==> src/rtl/laplace_aproximado_v2_pkg.sv <==
// ---------------------------------------------------------------------------
// laplace_pkg
// Shared widths, bounds and helpers for the approximate 4-neighbour Laplacian
// kernel.
//   PIX_W    : pixel width
//   SUM_W    : width of the four-neighbour sum (PIX_W + 2)
//   DIFF_W   : width of the signed centre-minus-sum difference (PIX_W + 3)
//   OUT_W    : width of the saturated output (PIX_W + 1)
//   OUT_MAX  : largest value the output can hold
// ---------------------------------------------------------------------------
package laplace_pkg;

  localparam int PIX_W   = 8;
  localparam int SUM_W   = PIX_W + 2;
  localparam int DIFF_W  = PIX_W + 3;
  localparam int OUT_W   = PIX_W + 1;
  localparam int OUT_MAX = 511;

  // Clamp a signed difference into the unsigned output range [0, OUT_MAX].
  function automatic logic [OUT_W-1:0] sat_out(input logic signed [DIFF_W-1:0] diff);
    logic [OUT_W-1:0] res;
    if (diff[DIFF_W-1]) begin
      res = {OUT_W{1'b0}};
    end else if (diff > $signed(DIFF_W'(OUT_MAX))) begin
      res = OUT_W'(OUT_MAX);
    end else begin
      res = diff[OUT_W-1:0];
    end
    return res;
  endfunction

endpackage

==> src/rtl/laplace_aproximado_v2_loa.sv <==
// ---------------------------------------------------------------------------
// loa_adder
// Lower-part-OR approximate adder. The low K bits are formed by OR-ing the
// operands; the upper part is an exact adder whose carry-in is the AND of
// the top approximate bit pair. K = 0 degenerates to an exact adder.
//   x_i, y_i : W-bit unsigned operands
//   r_o      : W+1-bit result
// Parameters: W (operand width), K (approximate low bits, 0 <= K < W).
// ---------------------------------------------------------------------------
module loa_adder #(
  parameter int W = 8,
  parameter int K = 2
) (
  input  logic [W-1:0] x_i,
  input  logic [W-1:0] y_i,
  output logic [W:0]   r_o
);

  generate
    if (K == 0) begin : g_exact
      assign r_o = {1'b0, x_i} + {1'b0, y_i};
    end else begin : g_loa
      logic [K-1:0] low_s;
      logic         carry_s;
      logic [W-K:0] high_s;

      // Low part is OR only; the top OR'd pair still predicts the carry upward.
      assign low_s   = x_i[K-1:0] | y_i[K-1:0];
      assign carry_s = x_i[K-1] & y_i[K-1];
      assign high_s  = {1'b0, x_i[W-1:K]} + {1'b0, y_i[W-1:K]}
                     + {{(W-K){1'b0}}, carry_s};
      assign r_o     = {high_s, low_s};
    end
  endgenerate

endmodule

==> src/rtl/laplace_aproximado_v2.sv <==
// ---------------------------------------------------------------------------
// laplace_aproximado_v2
// Registered approximate 4-neighbour Laplacian: s = clamp(4*e - (b+d+f+h)),
// with the neighbour sum built from a tree of lower-part-OR adders.
// One result per clock, latency one cycle, no backpressure.
//   clk       : clock, rising edge
//   rst_n     : synchronous active-low reset (clears s and out_valid)
//   in_valid  : b/d/e/f/h valid this cycle
//   b,d,e,f,h : north, west, centre, east, south pixels (unsigned)
//   out_valid : s holds a fresh result
//   s         : filtered value clamped to 0..511; s holds when idle
// Parameters: APPROX_BITS (OR-ed low bits per adder, 0..7), PIX_W.
// ---------------------------------------------------------------------------
module laplace_aproximado_v2
  import laplace_pkg::*;
#(
  parameter int APPROX_BITS = 2
) (
  input  logic             clk,
  input  logic             rst_n,
  input  logic             in_valid,
  input  logic [PIX_W-1:0] b,
  input  logic [PIX_W-1:0] d,
  input  logic [PIX_W-1:0] e,
  input  logic [PIX_W-1:0] f,
  input  logic [PIX_W-1:0] h,
  output logic             out_valid,
  output logic [OUT_W-1:0] s
);

  logic [PIX_W:0]         p1_s;
  logic [PIX_W:0]         p2_s;
  logic [SUM_W-1:0]       sum_s;
  logic [SUM_W-1:0]       centre_s;
  logic signed [DIFF_W-1:0] diff_s;
  logic [OUT_W-1:0]       s_d;
  logic [OUT_W-1:0]       s_q;
  logic                   valid_d;
  logic                   valid_q;

  loa_adder #(.W(PIX_W), .K(APPROX_BITS)) u_loa_bd (
    .x_i (b),
    .y_i (d),
    .r_o (p1_s)
  );

  loa_adder #(.W(PIX_W), .K(APPROX_BITS)) u_loa_fh (
    .x_i (f),
    .y_i (h),
    .r_o (p2_s)
  );

  loa_adder #(.W(PIX_W + 1), .K(APPROX_BITS)) u_loa_sum (
    .x_i (p1_s),
    .y_i (p2_s),
    .r_o (sum_s)
  );

  // Exact centre term and signed difference; both operands zero-extended.
  assign centre_s = {e, 2'b00};
  assign diff_s   = $signed({1'b0, centre_s}) - $signed({1'b0, sum_s});

  // Next-state: capture a clamped result on valid input, otherwise hold s.
  always_comb begin
    s_d     = s_q;
    valid_d = in_valid;
    if (in_valid) begin
      s_d = sat_out(diff_s);
    end else begin
      s_d = s_q;
    end
  end

  // Output register; reset dominates any sample presented in the same cycle.
  always_ff @(posedge clk) begin
    if (!rst_n) begin
      s_q     <= {OUT_W{1'b0}};
      valid_q <= 1'b0;
    end else begin
      s_q     <= s_d;
      valid_q <= valid_d;
    end
  end

  assign s         = s_q;
  assign out_valid = valid_q;

endmodule

==> config.mk <==
export PLATFORM = sky130hd
export DESIGN_NAME = laplace_aproximado_v2
export DESIGN_NICKNAME = d
export VERILOG_FILES = /design/src/rtl/laplace_aproximado_v2_pkg.sv /design/src/rtl/laplace_aproximado_v2_loa.sv /design/src/rtl/laplace_aproximado_v2.sv
export SDC_FILE = /design/constraint.sdc
export NUM_CORES = 1
export LEC_CHECK = 0
export CORE_ASPECT_RATIO = 1.2
export CORE_MARGIN = 3
export CORE_UTILIZATION = 48
export CTS_CLUSTER_SIZE = 16
export DETAILED_ROUTE_END_ITERATION = 6
export GPL_TIMING_DRIVEN = 0
export PLACE_DENSITY = 0.95
export SYNTH_ARGS = -nofsm -noshare
export SYNTH_HDL_FRONTEND = slang
export SYNTH_SLANG_ARGS = --single-unit
==> constraint.sdc <==
create_clock -name clk -period 11.5 [get_ports clk]
set_clock_uncertainty 0.15 [all_clocks]
set_input_delay 1.15 -clock clk [delete_from_list [all_inputs] [get_ports clk]]
set_output_delay 1.15 -clock clk [all_outputs]
set_load 0.01 [all_outputs]
==> impl_metrics.csv <==
group,metric,value,unit
final_layout,seq_area,200,µm²
final_layout,nets,294,
final_layout,synthToLayoutAreaGrowth,41.7,%
place,hpwlAfterDp,2540,µm
logic_synthesis,synth_fp_nets,237,
die,start_util,0.528,
logic_synthesis,synthCells,164,
cts,cts_buffer_depth,2,
sta,relSlewSlack,0.494,
critical_path,crit_chain,"clkdlybuf4s50_1 -> fa_1 -> inv_1 -> fa_1 -> fa_1 -> inv_1 -> fa_1 -> a21o_1 -> a21oi_1 -> o21bai_1 -> a21oi_1 -> xor2_1 -> ha_1 -> nand3_1 -> o32ai_2 -> nand3_4 -> nand2_1",
global_route,grt-ovfl-total,0,
die,chipHeight,65.2,µm
cts,cts_buffers,3,
cts,cts_tree,"yes",
final_layout,fin_util,0.748,
cts,clkLatencyLatePin,0.27,ns
cts,cts-root-buf,"clkbuf_4",
die,core,2650,µm²
logic_synthesis,synth-async-reset-ratio,0,
route,vias_per_cell,5.23,
flow_run,cap_violations,0,
route,vias,1317,
sta,finalSetupTns,0,ns
min_path,worstHoldPathCells,2,
critical_path,slowest_delay,0.64,ns
cts,cts_max_level,1,
route,drt-initial-drc-count,27,
power_and_ir_drop,cellLeakagePower,0.990,nW
critical_path,cpMostUsedCell,"fa_1",
final_layout,diodes,0,
logic_synthesis,yosysSeqAreaShare,0.143,
global_route,grt_max_degree,11,
global_route,antenna_found_initial,0,
die,std_cell_rows,20,
die,ioPinCount,53,
min_path,min-delay-start,"s[7]",
route,totalWireLength,2950,µm
logic_synthesis,synth_ff_type,"dfxtp_1",
die,dieWidth,55.3,µm
global_route,grt_usage,0.184,
sta,rsz0062_at_grt,"false",
power_and_ir_drop,irDropWorstVdd,0.000120,V
critical_path,r2r-start,"s[2]",
place,portBuffers,52,
power_and_ir_drop,power.total,0.349,mW
sta,max_freq,178,MHz
final_layout,n_fill_cell,218,
route,first_pass_iters,4,
status,status,"complete, no violations",
die,design.die.area,3600,µm²
place,place.gp.congestion,0.800,
sta,fin_crit_sh,0.487,
sta,setup_viol_count_final,0,
logic_synthesis,syn-cell-area,1400,µm²
global_route,grt_pass1_wl,5390,µm
logic_synthesis,ys_types,35,
final_layout,multi_input_area,1050,µm²
critical_path,crit_fanout,10,
critical_path,worst-r2r-setup-slack,10.67,ns
sta,period_minus_slack,5.60,ns
min_path,min_to,"s[7]",
sta,finalHoldViolCount,0,
logic_synthesis,synth-edff-count,0,
critical_path,r2r_cells,2,
route,drc,0,
sta,max_slew.worst_pin.slew,0.759,ns
critical_path,worst-setup-path-type,"in -> reg",
min_path,hp-class,"reg -> reg",
global_route,first_global_vias,1337,
cts,clock-sinks,10,
place,dp_cells,249,
critical_path,reg2reg_to,"s[2]",
route,wl_per_cell,11.7,µm
cts,postCtsSetupBuffers,0,
final_layout,drive_gt1_frac,0.0639,
critical_path,crit_path_end_kind,"register",
cts,ctsHoldBuffers,0,
critical_path,arrival,5.67,ns
critical_path,critPathTopFamily,"adder cells",
power_and_ir_drop,power_per_cell_area,176,nW/µm²
logic_synthesis,yosysWarnings,0,
critical_path,startpoint_type,"input port",
sta,slew_viol_final,0,
cts,ctsResizeCount,0,
logic_synthesis,avgSynthCellArea,8.54,µm²
critical_path,crit_required,11.56,ns
cts,path_clk_slew,0.06,ns
logic_synthesis,yosys_register_bits,10,
critical_path,slowest_stage,"o32ai_2",
final_layout,final_cells,252,
critical_path,path_buf_inv,3,
route,drtAntennaViolNets,0,
-- state kept, by name, summed over array words and instances (netlist names) --
register   count
s              9
out_valid      1
-- metal layers --
metal	vias to the layer above	global-route usage	wire length (µm)
li1	657	-	-
met1	609	0.187	1110
met2	44	0.365	1630
met3	7	0.0472	164
met4	0	0.0517	46
met5	-	0	0
-- worst register-to-register path, delay by kind of cell, from the launching register on --
family | cells | cell delay, ns
DFF | 1 | 0.32
and+or+nand+nor | 1 | 0.07
AOI/OAI and AO/OA | 1 | 0.19
-- cell usage after synthesis (4+ instances only) --
cell | instances | share of area
inv_1 | 37 | 0.099
ha_1 | 16 | 0.14
fa_1 | 14 | 0.20
nand2_1 | 14 | 0.038
dfxtp_1 | 10 | 0.14
a21oi_1 | 9 | 0.032
xnor2_1 | 7 | 0.044
a21o_1 | 6 | 0.032
a22oi_1 | 6 | 0.032
nor2_1 | 5 | 0.013
xor2_1 | 4 | 0.025
-- final cells by class --
cell class / instances / share of cell area
Clock buffer: 3 / 0.0113
Sequential cell: 10 / 0.101
Tap cell: 33 / 0.0208
Multi-Input combinational cell: 115 / 0.530
Buffer: 2 / 0.00504
Timing Repair Buffer: 52 / 0.262
Inverter: 37 / 0.0700
-- power by group --
part           internal [mW]  switching [mW]  total (mW)
Clock                 0.0121          0.0127      0.0249
Sequential            0.0469         0.00619      0.0531
Combinational          0.131           0.140       0.271
Total                  0.190           0.159       0.349
-- stage by stage --
stage	area, µm²	hold WS [ns]	setup WS [ns]
floorplan	1400	0.353	6.40
global placement	1960	0.304	5.68
detailed placement	1960	0.312	5.60
CTS	1980	0.328	5.88
global route	1980	0.354	5.52
finish	1980	0.323	5.90
-- placed cells by master (no fill, tap or decap), drive strengths merged, types with 4 or more instances in the layout --
cell / synthesis / final
dfxtp: 10 / 10
nand3: 6 / 6
a21o: 6 / 6
nand2: 14 / 14
inv: 37 / 37
clkdlybuf4s50: 0 / 52
o21ai: 4 / 4
fa: 14 / 14
xor2: 4 / 4
ha: 16 / 16
nor2: 5 / 5
xnor2: 7 / 7
a22oi: 6 / 6
clkbuf: 1 / 4
a21oi: 10 / 10
-- worst max-delay path by stage --
stage,end,from,depth (start not counted),slack (ns)
global placement,s[8],b[2],17,5.68
floorplan,s[1],b[2],17,6.40
global route,s[2],b[2],17,5.52
detailed placement,s[8],b[2],17,5.60
finish,s[8],b[2],17,5.90
CTS,s[8],b[2],17,5.88
-- logic make-up (layout without fill, tap and decap cells) --
kind of cell | after synthesis | count (layout) | synth area share
buf+inv | 39 | 94 | 0.106
flops | 10 | 10 | 0.143
xor+xnor | 11 | 11 | 0.0688
compound gates | 39 | 39 | 0.196
fa+ha+maj | 30 | 30 | 0.343
simple gates | 35 | 35 | 0.143
(Power assumes the default switching activity.)
==> RTL change: new RTL, same settings <==
Change the parameter `APPROX_BITS` from 2 to 3.
--- a/src/rtl/laplace_aproximado_v2.sv
+++ b/src/rtl/laplace_aproximado_v2.sv
@@ -14,7 +14,7 @@
 module laplace_aproximado_v2
   import laplace_pkg::*;
 #(
-  parameter int APPROX_BITS = 2
+  parameter int APPROX_BITS = 3
 ) (
   input  logic             clk,
   input  logic             rst_n,
Function: changed (Yosys sat finds a counterexample within 4 cycles, from zero or initial values and one cycle with rst_n low).
==> RTL change against the original RTL <==
  * Maximum frequency down 4.3%
  * Wire length fell by 3.9%
  * Register-to-register slack got worse by 0.06 ns
  * Final area shrank 4.4%
  * Worst setup slack lost 0.25 ns
  * Cell count fell by 8.7%
  * Area after synthesis shrank 6.3%
  * Power fell by 7.4%
  * Sequential cell count unchanged
  * Global-route usage down 0.34 points
  * Sequential share of layout area increased by 0.47 points
  * Critical path type unchanged
==> RTL change: results (changes against the original RTL) <==
| Metric | Value |
|---|---|
| Compound-gate portion of the synthesized area | 0.212 (was 0.196) |
| First-pass GRT wire length | 4760 microns (was 5390 microns) |
| WL/cell | 12.3 microns (was 11.7 microns) |
| Switching share of power | 0.423 (was 0.455) |
| Post-DR vias/cell | 5.30 (was 5.23) |
| Setup bufs post-CTS | 0 (unchanged) |
| GPL Wtd Cong | 0.852 (was 0.800) |
| Initial DRC count | 21 (was 27) |
| Slowest-stage cell, CP | nor3_1 (was o32ai_2) |
| Initial DRT Pass Iterations | 4 (unchanged) |
| H-Tree Level Count | 1 (unchanged) |
| Critical Path Fanout Max | 9 (was 10) |
| Slew Viols, Final | 0 (unchanged) |
| CP top delay family | adder cells (unchanged) |
| Post-Synth XOR/XNOR Area | 0.0667 (was 0.0688) |
| Max Cap Viol | 0 (unchanged) |
| # diodes | 0 (unchanged) |
| Fin nets | 269 (was 294) |
| I/O Buffers | 52 (unchanged) |
| Area share of fa/ha/maj cells after synthesis | 0.326 (was 0.343) |
| Dpl hpwl | 2580 microns (was 2540 microns) |
| Worst Path Arrival | 5.90 ns (was 5.67 ns) |
| Peak supply drop | 0.0920 mV (was 0.120 mV) |
| Max reg flops | 9 (unchanged) |
| Distinct cells, synth | 39 (was 35) |
| Top FF cell, synth | dfxtp_1 (unchanged) |
| Register area share after synthesis | 0.153 (was 0.143) |
| Run status | complete, no violations (unchanged) |
| CTS Buffer Depth | 2 (unchanged) |
| Mapped Nets | 212 (was 237) |
| Total track usage | 0.181 (was 0.184) |
| Commonest cells in the netlist | inv_1, ha_1, fa_1 (was inv_1, ha_1, fa_1, nand2_1, dfxtp_1) |
| CP max stage delay | 0.72 ns (was 0.64 ns) |
| Largest net degree at the start of global routing | 10 (was 11) |
| P_leak | 0.877 nW (was 0.990 nW) |
| Initial antenna violation count | 0 (unchanged) |
| Rel. slew slack | 0.415 (was 0.494) |
| Placed cell areas | 0.00187 sq mm (was 0.00196 sq mm) |
| Synth area leaders | fa_1, dfxtp_1, ha_1 (unchanged) |
| Hold crit path type | register to register (unchanged) |
| Share of cells above drive strength 1 | 0.0558 (was 0.0639) |
| Clock root cell | clkbuf_4 (unchanged) |
==> RTL change: changes by cell type after synthesis, moves of 2 or more <==
cell      unedited run  this run
inv_1               37        28
a221o_1              0         8
a21oi_1              9         2
a22oi_1              6         0
nand2_1             14         8
nand3_2              3         0
nor3_1               0         3
o21bai_1             3         0
a21o_1               6         4
fa_1                14        12
nand3_1              2         0
nor2_1               5         7
o211ai_1             2         0
or4_1                2         0
==> RTL change: cells by family (layout without fill, tap and decap cells) <==
kind of cell	after synthesis	count (layout)
compound gates	33	33
simple gates	32	32
buf+inv	30	85
fa+ha+maj	27	27
xor+xnor	10	10
flops	10	10
==> RTL change: routing by layer <==
layer	part of all wire	global-route usage	wire length [microns]	vias to the layer above
met5	0	0	0	-
li1	-	-	-	606
met2	0.57	0.339	1600	44
met4	0.018	0.0735	51	0
met1	0.36	0.190	1010	564
met3	0.059	0.0213	166	6
==> RTL change: final timing paths <==
kind,from,end,slack [ns],cells after the start
max,b[3],s[8],5.65,16
min,s[5],s[5],0.33,1
max reg2reg,s[8],s[8],10.61,1
min reg2reg,s[5],s[5],0.33,1
==> RTL change: through the flow <==
stage,std cells,setup WS (ns),util
2_1_floorplan,142,6.22,-
3_3_place_gp,227,5.50,0.727
3_5_place_dp,227,5.39,0.727
4_1_cts,230,5.66,0.736
5_1_grt,230,5.28,0.736
6_report,230,5.65,0.736
==> RTL change: power groups by stage <==
stage / Combinational [mW] / Clock [mW] / Sequential, mW
after global routing: 0.278 / 0.0245 / 0.0533
final: 0.248 / 0.0228 / 0.0520
after CTS: 0.249 / 0.0240 / 0.0522
after floorplan: 0.176 / 0 / 0.0576
after detailed placement: 0.248 / 0 / 0.0528
after global placement: 0.243 / 0 / 0.0521
==> RTL change: area by class of cell <==
type	count	area, sq um
fill	192	681
sequential	10	200
tap	33	41.3
clock buffer	3	22.5
multi-input combinational	102	995
timing repair buffer	52	520
inverter	29	110
buffer	1	7.51
